File: src/rtl/controle_servo.sv
// Servo PWM: fixed-period pulse train whose high time is chosen by a 2-bit
// position command, latched only at period boundaries so pulses are never cut.
module controle_servo #(
  parameter int unsigned PERIODO    = 1_000_000,
  parameter int unsigned LARGURA_00 = 0,
  parameter int unsigned LARGURA_01 = 50_000,
  parameter int unsigned LARGURA_10 = 75_000,
  parameter int unsigned LARGURA_11 = 100_000
) (
  input  logic       clock,
  input  logic       reset,
  input  logic [1:0] posicao,
  output logic       controle,
  output logic       db_controle
);

  localparam int unsigned   CW      = (PERIODO > 1) ? $clog2(PERIODO) : 1;
  localparam logic [CW-1:0] CNT_MAX = CW'(PERIODO - 1);

  logic [CW-1:0] r_cnt;
  logic [CW-1:0] w_cnt_next;
  logic [31:0]   r_largura;
  logic [31:0]   w_largura_sel;
  logic [31:0]   w_largura_next;
  logic          w_wrap;
  logic          r_controle;

  always_comb begin
    w_largura_sel = '0;
    case (posicao)
      2'b00:   w_largura_sel = LARGURA_00;
      2'b01:   w_largura_sel = LARGURA_01;
      2'b10:   w_largura_sel = LARGURA_10;
      default: w_largura_sel = LARGURA_11;
    endcase

    w_wrap         = (r_cnt == CNT_MAX);
    w_cnt_next     = w_wrap ? '0 : r_cnt + CW'(1);
    w_largura_next = w_wrap ? w_largura_sel : r_largura;
  end

  // Compare in 32 bits so widths at or above PERIODO saturate to constant high.
  always_ff @(posedge clock) begin
    if (reset) begin
      r_cnt      <= '0;
      r_largura  <= '0;
      r_controle <= 1'b0;
    end else begin
      r_cnt      <= w_cnt_next;
      r_largura  <= w_largura_next;
      r_controle <= (32'(w_cnt_next) < w_largura_next);
    end
  end

  assign controle    = r_controle;
  assign db_controle = r_controle;

endmodule

File: config.mk
export PLATFORM = sky130hd
export DESIGN_NAME = controle_servo
export DESIGN_NICKNAME = d
export VERILOG_FILES = /design/src/rtl/controle_servo.sv
export SDC_FILE = /design/constraint.sdc
export NUM_CORES = 1
export LEC_CHECK = 0
export BUFFER_PORTS_ARGS = -buffer_cell sky130_fd_sc_hd__buf_2
export CORE_ASPECT_RATIO = 1.4
export CORE_MARGIN = 3
export CORE_UTILIZATION = 50
export DETAILED_ROUTE_END_ITERATION = 8
export PLACE_DENSITY = 0.69
export RECOVER_POWER = 100
export SLEW_MARGIN = 20
export SYNTH_ARGS = -nofsm -noshare
export SYNTH_HDL_FRONTEND = slang
export SYNTH_SLANG_ARGS = --single-unit
File: constraint.sdc
create_clock -name clock -period 3.2 [get_ports clock]
set_input_delay 0.32 -clock clock [delete_from_list [all_inputs] [get_ports clock]]
set_output_delay 0.32 -clock clock [all_outputs]
set_load 0.01 [all_outputs]
==> results.json, run 1 <==
{
  "grt_pass1_wl_um": 8200,
  "grt_pass1_vias": 1833,
  "clock_latency_ns": 0.31,
  "finalPower_w": 0.00118,
  "yosysMostFrequentCell": "dfxtp_1",
  "post-route-util_pct": 59.6,
  "first_pass_iters": 4,
  "fmax_mhz": 318,
  "synth_warnings": 0,
  "maxSlewHeadroom_pct": 34.8,
  "crit_type": "reg -> reg",
  "synth_nets": 304,
  "antenna_cells": 0,
  "drive_gt1_share_pct": 12.4,
  "num_rows": 29,
  "hold_buffers": 0,
  "grt_usage_pct": 18.1,
  "synth-async-reset-ratio_pct": 0,
  "synth_flop_cell": "dfxtp_1",
  "end_kind": "flip-flop",
  "ys_ff_latch": 53,
  "synth_top_cell_by_area": "dfxtp_1",
  "startpoint": "r_cnt[12]",
  "run_status": "finished clean",
  "skew_ns": 0.00650,
  "setup_violations": 0,
  "vias": 1914,
  "drc": 0,
  "areaGrowthSynthToFinish_pct": 11.9,
  "grt_max_degree": 35,
  "fp.coreArea_um2": 4680,
  "ant_nets": 0,
  "crit_chain": "or4_4 > nor4_4 > buf_4 > nand2_4 > buf_6 > and2_1 > ha_1 > a21o_1 > a2111oi_1 > a21oi_1 > o41ai_2",
  "maxSlewViolCount": 0,
  "root_buffer": "clkbuf_8",
  "port-buffer-count": 5,
  "gr-total-overflow": 0,
  "synth.area.top_cells": "dfxtp_1, ha_1, nor2_1, and2_1, nor3_1",
  "cts_tree": "done",
  "period_share_pct": 98.2,
  "synth-edff-count": 0,
  "viasPerCell": 5.42,
  "final_nets": 317,
  "ys_seq_area_share_pct": 42.5,
  "wl_per_cell_um": 14.1,
  "arrival_ns": 3.36,
  "synthCells": 277,
  "drtIter0Drc": 57,
  "htreeDepth": 2,
  "ir_worst_vdd_v": 0.000355,
  "hold_class": "reg -> reg",
  "hold_viol_final": 0,
  "period_minus_slack_ns": 3.14,
  "critPathSlowestCell": "or4_4",
  "reg2reg_from": "r_cnt[12]",
  "worst_pin_slew_ns": 0.978,
  "min_from": "r_largura[12]",
  "path_max_fanout": 16,
  "hpwl_um": 3570,
  "numCtsBuffers": 5,
  "die_width_um": 65.7,
  "cts_sinks": 53,
  "max_cap_violations": 0,
  "clkTransAtPathRegs_ns": 0.10,
  "drt_wl_total_um": 4990,
  "syn_avg_cell_area_um2": 9.01,
  "clockBufferDepth": 2,
  "cp_data_required_time_ns": 3.42,
  "p_per_area_nw_per_um2": 422,
  "globalplace.congestion": 0.886,
  "start_util_pct": 53.3,
  "p_leak_nw": 1.20,
  "fp.dieH_um": 89.6,
  "yosysTopAreaCellShare_pct": 42.5,
  "syn_area_um2": 2490,
  "dieArea_um2": 5890,
  "io_pins": 6,
  "cpPeakStageDelay_ns": 0.55,
  "antenna_found_initial": 0,
  "synth_cell_types": 37,
  "start_kind": "flip-flop",
  "synthTopCellsByCount": "dfxtp_1, nor2_1, ha_1, nor3_1, and2_1"
}
[layout by cell type (no fill, tap or decap), types with 3 or more instances in the layout]
master / Yosys / final
dfxtp_1: 53 / 53
xnor2_1: 10 / 10
nand2_1: 16 / 16
o21ai_2: 0 / 3
a21oi_1: 7 / 6
nand3_1: 8 / 8
nor2b_1: 8 / 8
nor4_1: 5 / 4
mux2i_1: 6 / 5
and2_1: 17 / 16
buf_2: 1 / 3
xor2_1: 8 / 8
nand4_1: 5 / 5
buf_4: 1 / 10
inv_1: 8 / 8
ha_1: 23 / 23
o21ai_0: 8 / 4
clkbuf_8: 0 / 5
nor2_1: 44 / 44
nor3_1: 20 / 19
[worst paths after layout]
check | to | slack (ns) | cells past startpoint
worst max register to register | controle | 0.06 | 11
worst min register to register | r_largura[12] | 0.45 | 2
worst max-delay path | controle | 0.06 | 11
worst min-delay path | r_largura[12] | 0.45 | 2
[per-layer routing]
metal	vias to the layer above	track usage, %	wire length, um
met2	29	33.2	2590
met4	0	6.42	91
met1	903	20.8	2180
li1	974	-	-
met5	-	0	0
met3	8	3.36	136
[metrics by stage]
| step | hold WS [ns] | setup WS, ns | instances | area (um^2) | setup TNS [ns] |
|---|---|---|---|---|---|
| 2_1_floorplan | 0.422 | 0.161 | 277 | 2490 | 0 |
| 3_3_place_gp | 0.433 | 0.103 | 342 | 2610 | 0 |
| 3_5_place_dp | 0.443 | 0.0816 | 342 | 2610 | 0 |
| 4_1_cts | 0.459 | 0.0389 | 350 | 2720 | 0 |
| 5_1_grt | 0.472 | -0.0826 | 353 | 2790 | -0.0826 |
| 6_report | 0.455 | 0.0573 | 353 | 2790 | 0 |
[flip-flops by register name, indices dropped and copies added, names as in the netlist]
| name | cells |
|---|---|
| controle | 1 |
| r_cnt | 20 |
| r_largura | 32 |
[report_power, final]
group,leakage [nW],switching (W),internal (W)
logic,0.711,0.0000322,0.0000200
clock network,0.0585,0.000224,0.000235
registers,0.427,0.00000405,0.000664
[timing repair]
item,4_1_cts,5_1_grt
endpoints found under the setup margin,0,1
buffers inserted,0,3
resized for setup,0,17
[worst max-delay path, delay by kind of cell, from the launching register on]
| family | cells | cell delay [ns] |
|---|---|---|
| flip-flops | 1 | 0.32 |
| AND/OR/NAND/NOR | 4 | 1.14 |
| adder cells (fa/ha/maj) | 1 | 0.32 |
| buffers and inverters | 2 | 0.35 |
| AO/OA/AOI/OAI | 4 | 0.92 |
[cells by family (layout without fill, tap and decap cells)]
kind of cell             Yosys count  in the layout  synth area share (%)
AO/OA/AOI/OAI                     21             21                  4.97
XOR/XNOR                          18             18                  6.32
adder cells (fa/ha/maj)           23             23                  11.5
buffers and inverters             19             33                  3.96
flip-flops                        53             53                  42.5
multiplexers                       6              6                  2.41
AND/OR/NAND/NOR                  137            137                  28.3
[cell type report]
type                    instances  area, um^2
repair buffers                 17         129
clock inverters                 3        43.8
multi-input cells             205        1380
inverters                       8        30.0
flip-flops and latches         53        1060
clock buffers                   5        68.8
fillers                       414        1890
well taps                      62        77.6
Note: power is estimated with default switching activity, not from simulation.
==> run 2: changes to the inputs <==
--- a/config.mk
+++ b/config.mk
@@ -5,12 +5,12 @@
 export SDC_FILE = /design/constraint.sdc
 export NUM_CORES = 1
 export LEC_CHECK = 0
+export ABC_CLOCK_PERIOD_IN_PS = 3200
 export BUFFER_PORTS_ARGS = -buffer_cell sky130_fd_sc_hd__buf_2
 export CORE_ASPECT_RATIO = 1.4
 export CORE_MARGIN = 3
-export CORE_UTILIZATION = 50
+export CORE_UTILIZATION = 40
 export DETAILED_ROUTE_END_ITERATION = 8
-export PLACE_DENSITY = 0.69
 export RECOVER_POWER = 100
 export SLEW_MARGIN = 20
 export SYNTH_ARGS = -nofsm -noshare
==> run 2 against run 1 <==
Compared with the run above:
- largest cell class unchanged
- die area is 23% higher
- critical path depth is 1 lower
- final cell count is 3.1% higher
- critical endpoint unchanged
- clock skew is 0.0046 ns higher
- combinational power is 20% higher
==> results.json, run 2 (same netlist as run 1, synthesis figures left out) <==
{
  "port-buffer-count": 5,
  "antenna_found_initial": 0,
  "critPathSlowestCell": "or4_4",
  "ant_nets": 0,
  "p_per_area_nw_per_um2": 400,
  "areaGrowthSynthToFinish_pct": 12.3,
  "maxSlewHeadroom_pct": 39.3,
  "hold_depth": 2,
  "cp_num_buf_inv": 1,
  "p_leak_nw": 1.20,
  "r2r_end": "controle",
  "layout.cells.most_common": "dfxtp_1",
  "numCtsBuffers": 5,
  "seqCellArea_um2": 1060,
  "worstRegToRegCells": 10,
  "critPathTopFamily": "simple AND/OR/NAND/NOR gates",
  "regToRegSetupSlack_ns": 0.19,
  "start_util_pct": 42.0,
  "io_pins": 6,
  "fillers": 601,
  "fp.coreArea_um2": 5950,
  "grt_max_degree": 34,
  "multiInputGateArea_um2": 1400,
  "viasPerCell": 5.20,
  "drive_gt1_share_pct": 12.6,
  "grt_pass1_vias": 1898,
  "period_share_pct": 94.1,
  "cp_data_required_time_ns": 3.43,
  "root_buffer": "clkbuf_8",
  "crit_type": "reg -> reg",
  "max_cap_violations": 0,
  "hold_class": "reg -> reg",
  "vias": 1892,
  "hold_viol_final": 0,
  "gr-total-overflow": 0,
  "worst_pin_slew_ns": 0.910,
  "cts_tree": "done",
  "final_nets": 320,
  "period_minus_slack_ns": 3.01,
  "antenna_cells": 0,
  "clockBufferDepth": 2,
  "end_kind": "flip-flop",
  "first_pass_iters": 4,
  "worst_hold_slack_ns": 0.458,
  "start_kind": "flip-flop",
  "min_from": "r_largura[2]",
  "run_status": "finished clean",
  "setup_violations": 0,
  "grt_usage_pct": 15.8,
  "path_max_fanout": 16,
  "num_rows": 33,
  "clock_latency_ns": 0.31,
  "reg2reg_from": "r_cnt[7]",
  "grt_pass1_wl_um": 8960,
  "drtIter0Drc": 65,
  "cpPeakStageDelay_ns": 0.55,
  "hold_end": "r_largura[2]",
  "globalplace.congestion": 0.791,
  "clkTransAtPathRegs_ns": 0.10,
  "arrival_ns": 3.24,
  "wl_per_cell_um": 14.1,
  "hpwl_um": 3820,
  "final_cell_area_um2": 2800,
  "dp_slack_ns": 0.0253,
  "final_cell_mix": "dfxtp_1, nor2_1, ha_1, nor3_1, nand2_1",
  "dieArea_um2": 7230,
  "htreeDepth": 2,
  "place_area_um2": 2630,
  "timing.final.ws_setup_ns": 0.187,
  "largest_register": "r_largura",
  "maxSlewViolCount": 0,
  "fp.dieH_um": 99.4,
  "die_width_um": 72.7,
  "drt_wl_total_um": 5120,
  "crit_chain": "or4_4 > nor4_4 > nand2_4 > buf_6 > and2_0 > ha_1 > a21o_1 > a2111oi_4 > a21oi_2 > o41ai_2",
  "drc": 0,
  "fmax_mhz": 332,
  "cts_sinks": 53,
  "skew_ns": 0.0111,
  "ir_worst_vdd_v": 0.000246,
  "largest_reg_flops": 32
}
run 2: layer usage:
metal	track usage, %	up-vias	wire length (um)
li1	-	978	-
met1	18.9	891	2250
met2	28.0	13	2650
met3	2.53	10	76
met4	5.40	0	133
met5	0	-	0
run 2: how the worst max path moves through the flow:
stage | slack, ns | cells past startpoint | endpoint | from
CTS | 0.02 | 11 | controle | r_cnt[7]
global placement | 0.11 | 11 | controle | r_cnt[7]
global route | -0.009 | 11 | controle | r_cnt[7]
floorplan | 0.16 | 12 | controle | r_cnt[7]
finish | 0.19 | 10 | controle | r_cnt[7]
detailed placement | 0.03 | 11 | controle | r_cnt[7]
run 2: cell type report:
cell class | instances | area share (%)
Clock buffer | 5 | 2.46
Clock inverter | 3 | 0.893
Inverter | 8 | 1.07
Multi-Input combinational cell | 205 | 49.8
Sequential cell | 53 | 37.9
Tap cell | 70 | 3.12
Timing Repair Buffer | 20 | 4.82
run 2: what timing repair did:
action | 4_1_cts | 5_1_grt
resized for setup | 0 | 17
setup buffers | 0 | 3
setup endpoints to repair | 0 | 1
hold buffers | 0 | 0
run 2: worst register-to-register path, delay by kind of cell (launching register included):
kind,cells,cell delay [ns]
adder cells (fa/ha/maj),1,0.31
AND/OR/NAND/NOR,4,1.21
AO/OA/AOI/OAI,4,0.92
flip-flops,1,0.33
buffers and inverters,1,0.17
run 2: where the power goes:
part	switching (W)	internal, W	leakage [nW]
logic	0.0000355	0.0000269	0.724
registers	0.00000477	0.000664	0.427
clock network	0.000229	0.000160	0.0452
total	0.000269	0.000851	1.20
run 2: per-stage QoR:
step / TNS (ns) / power [W] / util (%) / instances
after floorplan: 0 / 0.000718 / - / 277
after detailed placement: 0 / 0.000735 / 44.2 / 353
after global placement: 0 / 0.000735 / 44.2 / 353
final: 0 / 0.00112 / 47.1 / 364
after CTS: 0 / 0.00112 / 45.8 / 361
after global routing: -0.00932 / 0.00117 / 47.1 / 364
==> run 3: changes to the inputs <==
--- a/config.mk
+++ b/config.mk
@@ -7,10 +7,13 @@
 export LEC_CHECK = 0
 export ABC_CLOCK_PERIOD_IN_PS = 3200
 export BUFFER_PORTS_ARGS = -buffer_cell sky130_fd_sc_hd__buf_2
+export CELL_PAD_IN_SITES_DETAIL_PLACEMENT = 0
+export CELL_PAD_IN_SITES_GLOBAL_PLACEMENT = 1
 export CORE_ASPECT_RATIO = 1.4
 export CORE_MARGIN = 3
 export CORE_UTILIZATION = 40
 export DETAILED_ROUTE_END_ITERATION = 8
+export PLACE_DENSITY_LB_ADDON = 0.1
 export RECOVER_POWER = 100
 export SLEW_MARGIN = 20
 export SYNTH_ARGS = -nofsm -noshare
==> run 3 against run 2 <==
Compared with the run above:
- via count down 3.2%
- critical endpoint unchanged
- largest power group unchanged
- largest cell class unchanged
- register-to-register slack hardly changed
- flip-flop and latch count unchanged
==> results.json, run 3 (same netlist as run 1, synthesis figures left out) <==
{
  "max_cap_violations": 0,
  "cp_num_buf_inv": 1,
  "cpPeakStageDelay_ns": 0.43,
  "antenna_cells": 0,
  "worst_hold_slack_ns": 0.449,
  "final_nets": 318,
  "final_cell_area_um2": 2720,
  "period_minus_slack_ns": 3.00,
  "numCtsBuffers": 5,
  "largest_register": "r_largura",
  "grt_pass1_wl_um": 8600,
  "start_kind": "flip-flop",
  "crit_cells": 11,
  "run_status": "finished clean",
  "critPathSlowestCell": "nor4_4",
  "cts_tree": "done",
  "drc": 0,
  "antenna_found_initial": 0,
  "cts_sinks": 53,
  "globalplace.congestion": 0.777,
  "worst_pin_slew_ns": 0.648,
  "vias": 1832,
  "dieArea_um2": 7230,
  "port-buffer-count": 5,
  "p_leak_nw": 1.16,
  "maxSlewHeadroom_pct": 56.8,
  "setup_violations": 0,
  "end_kind": "flip-flop",
  "viasPerCell": 5.07,
  "startpoint": "r_cnt[0]",
  "clkTransAtPathRegs_ns": 0.09,
  "path_max_fanout": 16,
  "reg2reg_from": "r_cnt[0]",
  "drive_gt1_share_pct": 8.25,
  "cp_data_required_time_ns": 3.41,
  "ir_worst_vdd_v": 0.000199,
  "regToRegSetupSlack_ns": 0.20,
  "areaGrowthSynthToFinish_pct": 8.93,
  "min_from": "r_largura[1]",
  "clockBufferDepth": 2,
  "gr-total-overflow": 0,
  "largest_reg_flops": 32,
  "final_cell_mix": "dfxtp_1, nor2_1, ha_1, nor3_1, and2_1",
  "fp.coreArea_um2": 5950,
  "dp_cells": 353,
  "clock_latency_ns": 0.31,
  "arrival_ns": 3.21,
  "skew_ns": 0.00914,
  "htreeDepth": 2,
  "timing.final.ws_setup_ns": 0.198,
  "io_pins": 6,
  "dp_slack_ns": 0.0412,
  "layout.cells.most_common": "dfxtp_1",
  "p_per_area_nw_per_um2": 404,
  "crit_end": "controle",
  "r2r_end": "controle",
  "die_width_um": 72.7,
  "first_pass_iters": 4,
  "crit_top_cell": "ha_1",
  "final_cells": 361,
  "fp.dieH_um": 99.4,
  "maxSlewViolCount": 0,
  "grt_max_degree": 35,
  "hold_class": "reg -> reg",
  "drt_wl_total_um": 5040,
  "worstRegToRegCells": 11,
  "hold_viol_final": 0,
  "tns_ns": 0,
  "hpwl_um": 3870,
  "ant_nets": 0,
  "drtIter0Drc": 81,
  "grt_usage_pct": 15.4,
  "place_area_um2": 2630,
  "critPathTopFamily": "compound AO/OA/AOI/OAI gates",
  "num_rows": 33,
  "period_share_pct": 93.8,
  "start_util_pct": 42.0,
  "grt_pass1_vias": 1844,
  "wl_per_cell_um": 14.0,
  "crit_chain": "ha_1 > nand3_1 > nor4_4 > nand2_4 > buf_4 > and2_1 > ha_1 > a21o_1 > a2111oi_1 > a21oi_1 > o41ai_1",
  "crit_type": "reg -> reg",
  "root_buffer": "clkbuf_8",
  "fmax_mhz": 333
}
==> run 3: cell types whose count changed in the layout (fill, tap and decap cells not counted), sizes merged <==
| cell | previous run | this run |
|---|---|---|
| inv | 10 | 8 |
| clkbuf | 9 | 11 |
| clkinvlp | 1 | 0 |
| buf | 16 | 14 |
==> run 3: metrics by stage <==
step                      total power (W)  utilization, %
after floorplan                  0.000718               -
final                             0.00110            45.7
after detailed placement         0.000738            44.2
after CTS                         0.00112            45.7
after global routing              0.00115            45.7
after global placement           0.000739            44.2
==> run 3: area by class of cell <==
| type | count | area (um^2) |
|---|---|---|
| tap | 70 | 87.6 |
| sequential | 53 | 1060 |
| clock buffer | 7 | 86.3 |
| multi-input combinational | 205 | 1340 |
| fill | 630 | 3230 |
| inverter | 8 | 30.0 |
| timing repair buffer | 18 | 113 |
==> run 3: how the worst min path moves through the flow <==
stage | end | depth (start not counted) | slack, ns
floorplan | r_largura[12] | 2 | 0.42
global placement | r_largura[1] | 2 | 0.44
detailed placement | r_largura[1] | 2 | 0.44
CTS | r_largura[1] | 2 | 0.46
global route | r_largura[11] | 2 | 0.49
finish | r_largura[1] | 2 | 0.45
==> run 3: routing by layer <==
layer	track usage, %	part of all wire [%]	vias up
li1	-	-	965
met1	18.2	44	844
met2	27.3	52	19
met3	3.34	2.4	4
met4	4.69	1.2	0
met5	0	0	-
==> run 3: worst register-to-register path: stages, from the launching register on <==
cell and delay (ns):
dfxtp_1 0.35, ha_1 0.18, nand3_1 0.17, nor4_4 0.43, nand2_4 0.07, buf_4 0.21
and2_1 0.20, ha_1 0.33, a21o_1 0.17, a2111oi_1 0.40, a21oi_1 0.12, o41ai_1 0.29
==> run 3: what timing repair did <==
item                                    CTS  global route
resized for setup                         0             1
endpoints found under the setup margin    0             1
buffers inserted                          0             1
hold buffers                              0             0
==> run 3: where the power goes <==
| part | internal, W | switching, W | leakage (nW) |
|---|---|---|---|
| clock network | 0.000172 | 0.000205 | 0.0443 |
| registers | 0.000664 | 0.00000330 | 0.427 |
| logic | 0.0000213 | 0.0000324 | 0.691 |
